**config.mk**
```make
export PLATFORM = sky130hd
export DESIGN_NAME = seg_capture
export DESIGN_NICKNAME = d
export VERILOG_FILES = /design/src/rtl/seg_pkg.sv /design/src/rtl/seg_pattern_dec.sv /design/src/rtl/seg_capture.sv
export SDC_FILE = /design/constraint.sdc
export NUM_CORES = 1
export LEC_CHECK = 0
export CORE_ASPECT_RATIO = 0.9
export CORE_MARGIN = 2
export CORE_UTILIZATION = 50
export DETAILED_ROUTE_END_ITERATION = 10
export PLACE_DENSITY = 0.7
export SLEW_MARGIN = 0
export SYNTH_ARGS = -nofsm -noshare
export SYNTH_HDL_FRONTEND = slang
export SYNTH_HIERARCHICAL = 1
export SYNTH_SLANG_ARGS = --single-unit
```
**constraint.sdc**
```tcl
create_clock -name clk -period 3.1 [get_ports clk]
set_clock_uncertainty 0.1 [all_clocks]
set_input_delay 0.31 -clock clk [delete_from_list [all_inputs] [get_ports clk]]
set_output_delay 0.31 -clock clk [all_outputs]
set_load 0.05 [all_outputs]
```
**src/rtl/seg_pkg.sv**
```systemverilog
// Shared constants and types for the seven-segment readback path.
// Latency: n/a (package only). Backpressure: n/a.
// Contents: active-low segment codes (bit6=g .. bit0=a), result width and range, sign-kind enum.
package seg_pkg;

  localparam logic [6:0] SEG_0     = 7'b1000000;
  localparam logic [6:0] SEG_1     = 7'b1111001;
  localparam logic [6:0] SEG_2     = 7'b0100100;
  localparam logic [6:0] SEG_3     = 7'b0110000;
  localparam logic [6:0] SEG_4     = 7'b0011001;
  localparam logic [6:0] SEG_5     = 7'b0010010;
  localparam logic [6:0] SEG_6     = 7'b0000010;
  localparam logic [6:0] SEG_7     = 7'b1111000;
  localparam logic [6:0] SEG_8     = 7'b0000000;
  localparam logic [6:0] SEG_9     = 7'b0010000;
  localparam logic [6:0] SEG_MINUS = 7'b0111111;
  localparam logic [6:0] SEG_BLANK = 7'b1111111;

  localparam int RES_W = 6;
  localparam logic signed [RES_W-1:0] RES_MIN = -6'sd9;
  localparam logic signed [RES_W-1:0] RES_MAX = 6'sd18;

  // What a captured pattern means when it sits on the sign/tens digit.
  typedef enum logic [1:0] {
    SIGN_BLANK = 2'd0,
    SIGN_MINUS = 2'd1,
    SIGN_ONE   = 2'd2,
    SIGN_BAD   = 2'd3
  } sign_kind_t;

endpackage

```
**src/rtl/seg_pattern_dec.sv**
```systemverilog
// Combinational decode of one active-low 7-segment pattern.
// Latency: 0 cycles. Backpressure: none (pure function of pat_i).
// Ports: pat_i pattern in; digit_o 0..9 (0 when not a digit); kind_o sign meaning;
//        legal_o set for digits 0..9, MINUS and BLANK.
module seg_pattern_dec
  import seg_pkg::*;
(
  input  logic [6:0] pat_i,
  output logic [3:0] digit_o,
  output sign_kind_t kind_o,
  output logic       legal_o
);

  always_comb begin
    digit_o = 4'd0;
    kind_o  = SIGN_BAD;
    legal_o = 1'b1;
    case (pat_i)
      SEG_0:     digit_o = 4'd0;
      SEG_1: begin
        digit_o = 4'd1;
        kind_o  = SIGN_ONE;
      end
      SEG_2:     digit_o = 4'd2;
      SEG_3:     digit_o = 4'd3;
      SEG_4:     digit_o = 4'd4;
      SEG_5:     digit_o = 4'd5;
      SEG_6:     digit_o = 4'd6;
      SEG_7:     digit_o = 4'd7;
      SEG_8:     digit_o = 4'd8;
      SEG_9:     digit_o = 4'd9;
      SEG_MINUS: kind_o  = SIGN_MINUS;
      SEG_BLANK: kind_o  = SIGN_BLANK;
      default:   legal_o = 1'b0;
    endcase
  end

endmodule

```
**src/rtl/seg_capture.sv**
```systemverilog
// Rebuilds the signed calculator result from the multiplexed active-low 7-segment bus.
// Latency: digit sampled at cycle S, frame closes (EMIT) in S+1, valid_o/value_o/err_o visible in S+2.
// Backpressure: none; pure monitor, one valid_o pulse per completed scan frame.
// Ports: an_i anode enables, seg_i segments (both active-low); value_o signed result,
//        valid_o one-cycle update strobe, err_o last frame illegal, stale_o no frame within TIMEOUT.
module seg_capture
  import seg_pkg::*;
#(
  parameter int DIGITS     = 8,
  parameter int ONES_DIGIT = 0,
  parameter int SIGN_DIGIT = 4,
  parameter int SETTLE     = 4,
  parameter int TIMEOUT    = 1_000_000
) (
  input  logic              clk,
  input  logic              rst_n,
  input  logic [DIGITS-1:0] an_i,
  input  logic [6:0]        seg_i,
  output logic [RES_W-1:0]  value_o,
  output logic              valid_o,
  output logic              err_o,
  output logic              stale_o
);

  localparam int              TW        = $clog2(TIMEOUT + 1);
  localparam logic [3:0]      SETTLE_C  = 4'(SETTLE);
  localparam logic [TW-1:0]   TIMEOUT_C = TW'(TIMEOUT);

  localparam logic [1:0] ST_WAIT_ONES = 2'd0;
  localparam logic [1:0] ST_COLLECT   = 2'd1;
  localparam logic [1:0] ST_EMIT      = 2'd2;

  // ---------------- anode stability tracking ----------------
  logic [DIGITS-1:0] an_q;
  logic [3:0]        cnt_q, cnt_d;
  logic              an_onehot, sample, smp_ones, smp_sign;

  assign an_onehot = $onehot(~an_i);

  // Counter saturates at SETTLE so a held digit is sampled exactly once.
  always_comb begin
    cnt_d = 4'd0;
    if (an_onehot && (an_i == an_q)) begin
      cnt_d = (cnt_q == SETTLE_C) ? cnt_q : 4'(cnt_q + 4'd1);
    end
  end

  // Sample only on the increment that lands on SETTLE; an anode change on that
  // edge forces cnt_d to 0, so it is never sampled.
  assign sample   = (cnt_d == SETTLE_C) && (cnt_q != SETTLE_C);
  assign smp_ones = sample && !an_i[ONES_DIGIT];
  assign smp_sign = sample && !an_i[SIGN_DIGIT];

  always_ff @(posedge clk or negedge rst_n) begin
    if (!rst_n) begin
      an_q  <= '1;
      cnt_q <= 4'd0;
    end else begin
      an_q  <= an_i;
      cnt_q <= cnt_d;
    end
  end

  // ---------------- pattern decode of the live segment bus ----------------
  logic [3:0] dec_digit;
  sign_kind_t dec_kind;
  logic       dec_legal;
  logic       dec_ones_ok;

  seg_pattern_dec u_dec (
    .pat_i   (seg_i),
    .digit_o (dec_digit),
    .kind_o  (dec_kind),
    .legal_o (dec_legal)
  );

  // A ones position must show a real digit; BLANK/MINUS there make the frame illegal.
  assign dec_ones_ok = dec_legal && (dec_kind != SIGN_BLANK) && (dec_kind != SIGN_MINUS);

  // ---------------- frame FSM ----------------
  logic [1:0] state_q, state_d;
  logic       got_sign_q, got_sign_d;
  logic [3:0] ones_dig_q, ones_dig_d;
  logic       ones_ok_q, ones_ok_d;
  sign_kind_t sign_q, sign_d;
  logic [3:0] frm_dig_q, frm_dig_d;
  logic       frm_ok_q, frm_ok_d;
  sign_kind_t frm_sign_q, frm_sign_d;

  always_comb begin
    state_d    = state_q;
    got_sign_d = got_sign_q;
    ones_dig_d = ones_dig_q;
    ones_ok_d  = ones_ok_q;
    sign_d     = sign_q;
    frm_dig_d  = frm_dig_q;
    frm_ok_d   = frm_ok_q;
    frm_sign_d = frm_sign_q;
    case (state_q)
      ST_WAIT_ONES: begin
        if (smp_ones) begin
          ones_dig_d = dec_digit;
          ones_ok_d  = dec_ones_ok;
          got_sign_d = 1'b0;
          state_d    = ST_COLLECT;
        end
      end
      ST_COLLECT, ST_EMIT: begin
        // EMIT lasts one cycle; the frame was already snapshotted, so the
        // collect registers keep running underneath it.
        if (state_q == ST_EMIT) begin
          state_d = ST_COLLECT;
        end
        if (smp_ones) begin
          if (got_sign_q && (state_q == ST_COLLECT)) begin
            frm_dig_d  = ones_dig_q;
            frm_ok_d   = ones_ok_q;
            frm_sign_d = sign_q;
            state_d    = ST_EMIT;
          end
          ones_dig_d = dec_digit;
          ones_ok_d  = dec_ones_ok;
          got_sign_d = 1'b0;
        end else if (smp_sign) begin
          sign_d     = dec_kind;
          got_sign_d = 1'b1;
        end
      end
      default: state_d = ST_WAIT_ONES;
    endcase
  end

  always_ff @(posedge clk or negedge rst_n) begin
    if (!rst_n) begin
      state_q    <= ST_WAIT_ONES;
      got_sign_q <= 1'b0;
      ones_dig_q <= 4'd0;
      ones_ok_q  <= 1'b0;
      sign_q     <= SIGN_BAD;
      frm_dig_q  <= 4'd0;
      frm_ok_q   <= 1'b0;
      frm_sign_q <= SIGN_BAD;
    end else begin
      state_q    <= state_d;
      got_sign_q <= got_sign_d;
      ones_dig_q <= ones_dig_d;
      ones_ok_q  <= ones_ok_d;
      sign_q     <= sign_d;
      frm_dig_q  <= frm_dig_d;
      frm_ok_q   <= frm_ok_d;
      frm_sign_q <= frm_sign_d;
    end
  end

  // ---------------- frame evaluation ----------------
  logic             eval_ok;
  logic [RES_W-1:0] eval_val;
  logic [RES_W-1:0] mag;

  assign mag = {2'b00, frm_dig_q};

  always_comb begin
    eval_ok  = 1'b0;
    eval_val = mag;
    case (frm_sign_q)
      SIGN_BLANK: eval_ok = frm_ok_q;
      SIGN_MINUS: begin
        eval_ok  = frm_ok_q && (frm_dig_q != 4'd0);
        eval_val = 6'd0 - mag;
      end
      SIGN_ONE: begin
        eval_ok  = frm_ok_q && (frm_dig_q <= 4'd8);
        eval_val = mag + 6'd10;
      end
      default: eval_ok = 1'b0;
    endcase
  end

  // ---------------- output and stale registers ----------------
  logic [RES_W-1:0] value_q, value_d;
  logic             valid_q, valid_d;
  logic             err_q, err_d;
  logic [TW-1:0]    stl_q, stl_d;
  logic             emit;

  assign emit = (state_q == ST_EMIT);

  always_comb begin
    valid_d = emit;
    value_d = value_q;
    err_d   = err_q;
    if (emit) begin
      err_d = !eval_ok;
      if (eval_ok) begin
        value_d = eval_val;
      end
    end
    stl_d = stl_q;
    if (emit) begin
      stl_d = '0;
    end else if (stl_q != TIMEOUT_C) begin
      stl_d = TW'(stl_q + 1'b1);
    end
  end

  always_ff @(posedge clk or negedge rst_n) begin
    if (!rst_n) begin
      value_q <= '0;
      valid_q <= 1'b0;
      err_q   <= 1'b0;
      stl_q   <= '0;
    end else begin
      value_q <= value_d;
      valid_q <= valid_d;
      err_q   <= err_d;
      stl_q   <= stl_d;
    end
  end

  assign value_o = value_q;
  assign valid_o = valid_q;
  assign err_o   = err_q;
  assign stale_o = (stl_q == TIMEOUT_C);

endmodule

```
==> metrics.txt <==
period utilization=125.0%; switch share=between 20% and 30%; post-DR wirelength/cell=~13 um; worst-path cell chain=buf_8 -> fa_1 -> inv_1 -> fa_1 -> fa_1 -> ha_2 -> inv_2 -> fa_2 -> a211o_1 -> a211oi_2 -> nand3_2 -> buf_6 -> nor4_4 -> buf_6 -> mux2_4; power density over cell area=around 410 nW/um^2; Leak=roughly 1.8 nW; synthesized area per cell=10.15 sq um; post-synthesis simple-gate area fraction=about a fifth; Critical Path Stages=15; Relative slew margins=46.99%; layer with the highest usage=met2; Skew-Pair Late Insertion Delay=around 340 ps; slowest stage delay, CP=~520 ps; failing checks=setup timing; Die X=90.29 um; CP Class=in2reg; clock power share=between 40% and 50%; Worst EP required=~3200 ps; final wirelength=6077 um; Ports=26; vias per inst=just over 5; ys async rst share=between 90% and 100%; RSZ-0062 raised after global routing=true; P_int=between 1 and 1.5 mW; post-synthesis compound-gate area fraction=between 7 and 8%; Final nets=around 420; arrival time at the worst endpoint=3990 ps; status=complete, but fails checks; WHS Path Cells=2; Tot Pwr=about 1.7 mW; worst path bufs/invs=5; die area=between 7000 and 8000 sq um; Overflow after GRT=0; Max Cap Violations=0; Worst R2R Path Depth=8; TritonCTS clock tree=built; first drt pass iteration count=4; initial DRC count=~100; Final Util=63.75%; Tmin final=between 3000 and 4000 ps; Syn Nets=between 300 and 400; All-Layer GR Usage=~18%; r2r endpoint=frm_dig_q[0]$_DFFE_PN0P_; # rows=28; most frequent cells in the layout=dfrtp_1 (45), nor2_1 (35), inv_1 (29); Least-Margin Pin Slew=between 700 and 800 ps; WHS Endpoint=an_q[1]$_DFF_PN1_; FF+latch count, synth=57; Setup Total Neg Slack=-13700 ps; largest net degree at the start of global routing=58; Worst IR Drop VDD=0.2383 mV; Setup WS post-layout=-775.8 ps; Port Buffer Count=25; worst hold path class=in2reg; RD Place Congestion=0.7771; flop2flop setup slack=640 ps; first-pass GRT wire length=10660 um; final hold viol count=0; endpoint class of the critical path=register; post-synthesis mux area share=~7.2%; post-synthesis sequential area ratio=43.02%; ANT nets after route=0; Antenna Cells=0; XOR/XNOR share of the synthesized area=about 7.3%; Area Overhead vs Synth=23.97%; Max Fanout on Critical Path=5; Critical Path Start Type=input pin; Comb power frac=9.0%; prevailing post-synth register cell=dfrtp_1; initial antenna violation count=0; Yosys warning count=6; commonest non-fill, non-tap cell in the layout=dfrtp_1; Max Slew Vio Count=0; met2 GRT Util=30.98%; Clock Path Buffers=2; Vias=roughly 2.4k; die outline height=between 80 and 90 um; CTS clock-pin slew for the worst setup and hold paths=roughly 60 ps; layout cells sized above 1=between 20% and 30%; delay-heaviest family, CP=adder cells; Yosys cell types=56; EDFF count, synth=0; share of power burned in registers=44.2%; crit path max-delay cell type=fa_1; Hold Path Origin=an_i[1]; fmax=~260 MHz; largest family of logic cells by synthesized area=simple AND/OR/NAND/NOR gates; initial core utilization=between 50% and 60%; CTS Sinks=57; core box area=~6500 sq um; most used cell, CP=fa_1; # DRC=0; P_sw=between 300 and 400 uW; grt met1 use=between 20 and 25%; Root Buffer=clkbuf_8; CTS buffer count=9; Hold WS=around 110 ps; synthesized instance count=between 300 and 400; Post-Syn Area=about 3400 sq um; met3 Use GR=under 10%; vias in the first global route=2355; adder-cell share of the synthesized area=9.111%; HPWL Detailed=about 4300 um; reg2reg start=cnt_q[0]$_DFF_PN0_; H-tree Lvls=3; final setup fails=21
==> worst max-delay path by stage <==
| stage | endpoint | from | slack (ps) |
|---|---|---|---|
| floorplan | frm_dig_q[0]$_DFFE_PN0P_ | an_i[0] | -830 |
| global placement | frm_ok_q$_DFFE_PN0P_ | an_i[0] | -1300 |
| detailed placement | frm_dig_q[3]$_DFFE_PN0P_ | an_i[0] | -1420 |
| CTS | frm_dig_q[3]$_DFFE_PN0P_ | an_i[0] | -820 |
| global route | ones_dig_q[1]$_DFFE_PN0P_ | an_i[0] | -940 |
| finish | ones_dig_q[0]$_DFFE_PN0P_ | an_i[0] | -780 |
==> metrics by stage <==
step           area, sq um  std cells  worst slack, ps
2_1_floorplan         3386        330           -826.8
3_3_place_gp          3812        449            -1305
3_5_place_dp          3812        449            -1419
4_1_cts               4109        468           -821.8
5_1_grt               4154        471           -937.0
6_report              4154        471           -775.8
==> cells by family (layout without fill, tap and decap cells) <==
| family | Yosys count | count (layout) |
|---|---|---|
| AO/OA/AOI/OAI | 34 | 34 |
| XOR/XNOR | 28 | 28 |
| adder cells (fa/ha/maj) | 22 | 22 |
| buffers and inverters | 40 | 91 |
| flip-flops | 57 | 57 |
| multiplexers | 22 | 22 |
| AND/OR/NAND/NOR | 127 | 127 |
==> registers in the layout, indices dropped and copies added (netlist names), 2 cells and up <==
signal,cells
stl_q,20
an_q,8
value_o,6
cnt_q,4
frm_dig_q,4
ones_dig_q,4
frm_sign_q,2
sign_q,2
state_q,2
==> cell usage after synthesis, types with 2 or more instances <==
cell type,instances,share of area (%)
buf_2,3,0.45
nand2b_1,6,1.1
dfstp_2,12,9.4
nand3_1,21,3.1
xor2_1,22,5.8
dfrtp_1,45,34
clkbuf_1,5,0.56
a211o_1,2,0.52
nor4_4,2,1.3
and3_1,2,0.37
inv_1,30,3.4
nand3b_1,2,0.45
nand4_1,5,0.93
xnor2_1,6,1.6
ha_1,18,6.7
a31oi_1,2,0.37
or3_1,2,0.37
mux2_2,18,6.0
a21oi_1,6,0.90
nor3_1,7,1.0
a22o_1,2,0.52
nand4b_1,2,0.52
o211ai_1,4,0.90
nor3b_1,3,0.67
nor4_1,5,0.93
nor4b_1,2,0.52
nor2_1,35,3.9
and3b_2,2,0.60
o21ai_0,7,1.0
fa_1,4,2.4
nand2_1,20,2.2
mux2i_1,4,1.2
==> power groups by stage <==
stage               registers, mW  logic (mW)  clock network (mW)
CTS                         0.756       0.149               0.827
finish                      0.756       0.155               0.801
floorplan                   0.769      0.0781                   0
detailed placement          0.769       0.147                   0
global route                0.756       0.176               0.858
global placement            0.769       0.138                   0
==> layout make-up <==
cell class,count,area (sq um)
inverters,30,112.6
multi-input cells,233,1824
clock buffers,12,165.2
flip-flops and latches,57,1441
clock inverters,4,73.82
well taps,90,112.6
repair buffers,45,424.2
fillers,554,2362
==> metal layers <==
metal  part of all wire, %  vias up  wire (um)
li1                      -     1237          -
met1                    48     1163       2937
met2                    47       38       2852
met3                   3.6        7        219
met4                   1.1        0         68
met5                     0        -          0
==> timing repair <==
| action | CTS | global route |
|---|---|---|
| endpoints found under the setup margin | 21 | 21 |
| gates resized for setup | 23 | 6 |
| setup buffers | 2 | 3 |
| pin swaps | 9 | 7 |
| cloned | 0 | 0 |
| hold endpoints to repair | 45 | 0 |
| hold buffers | 1 | 0 |
Note: power is estimated with default switching activity, not from simulation.
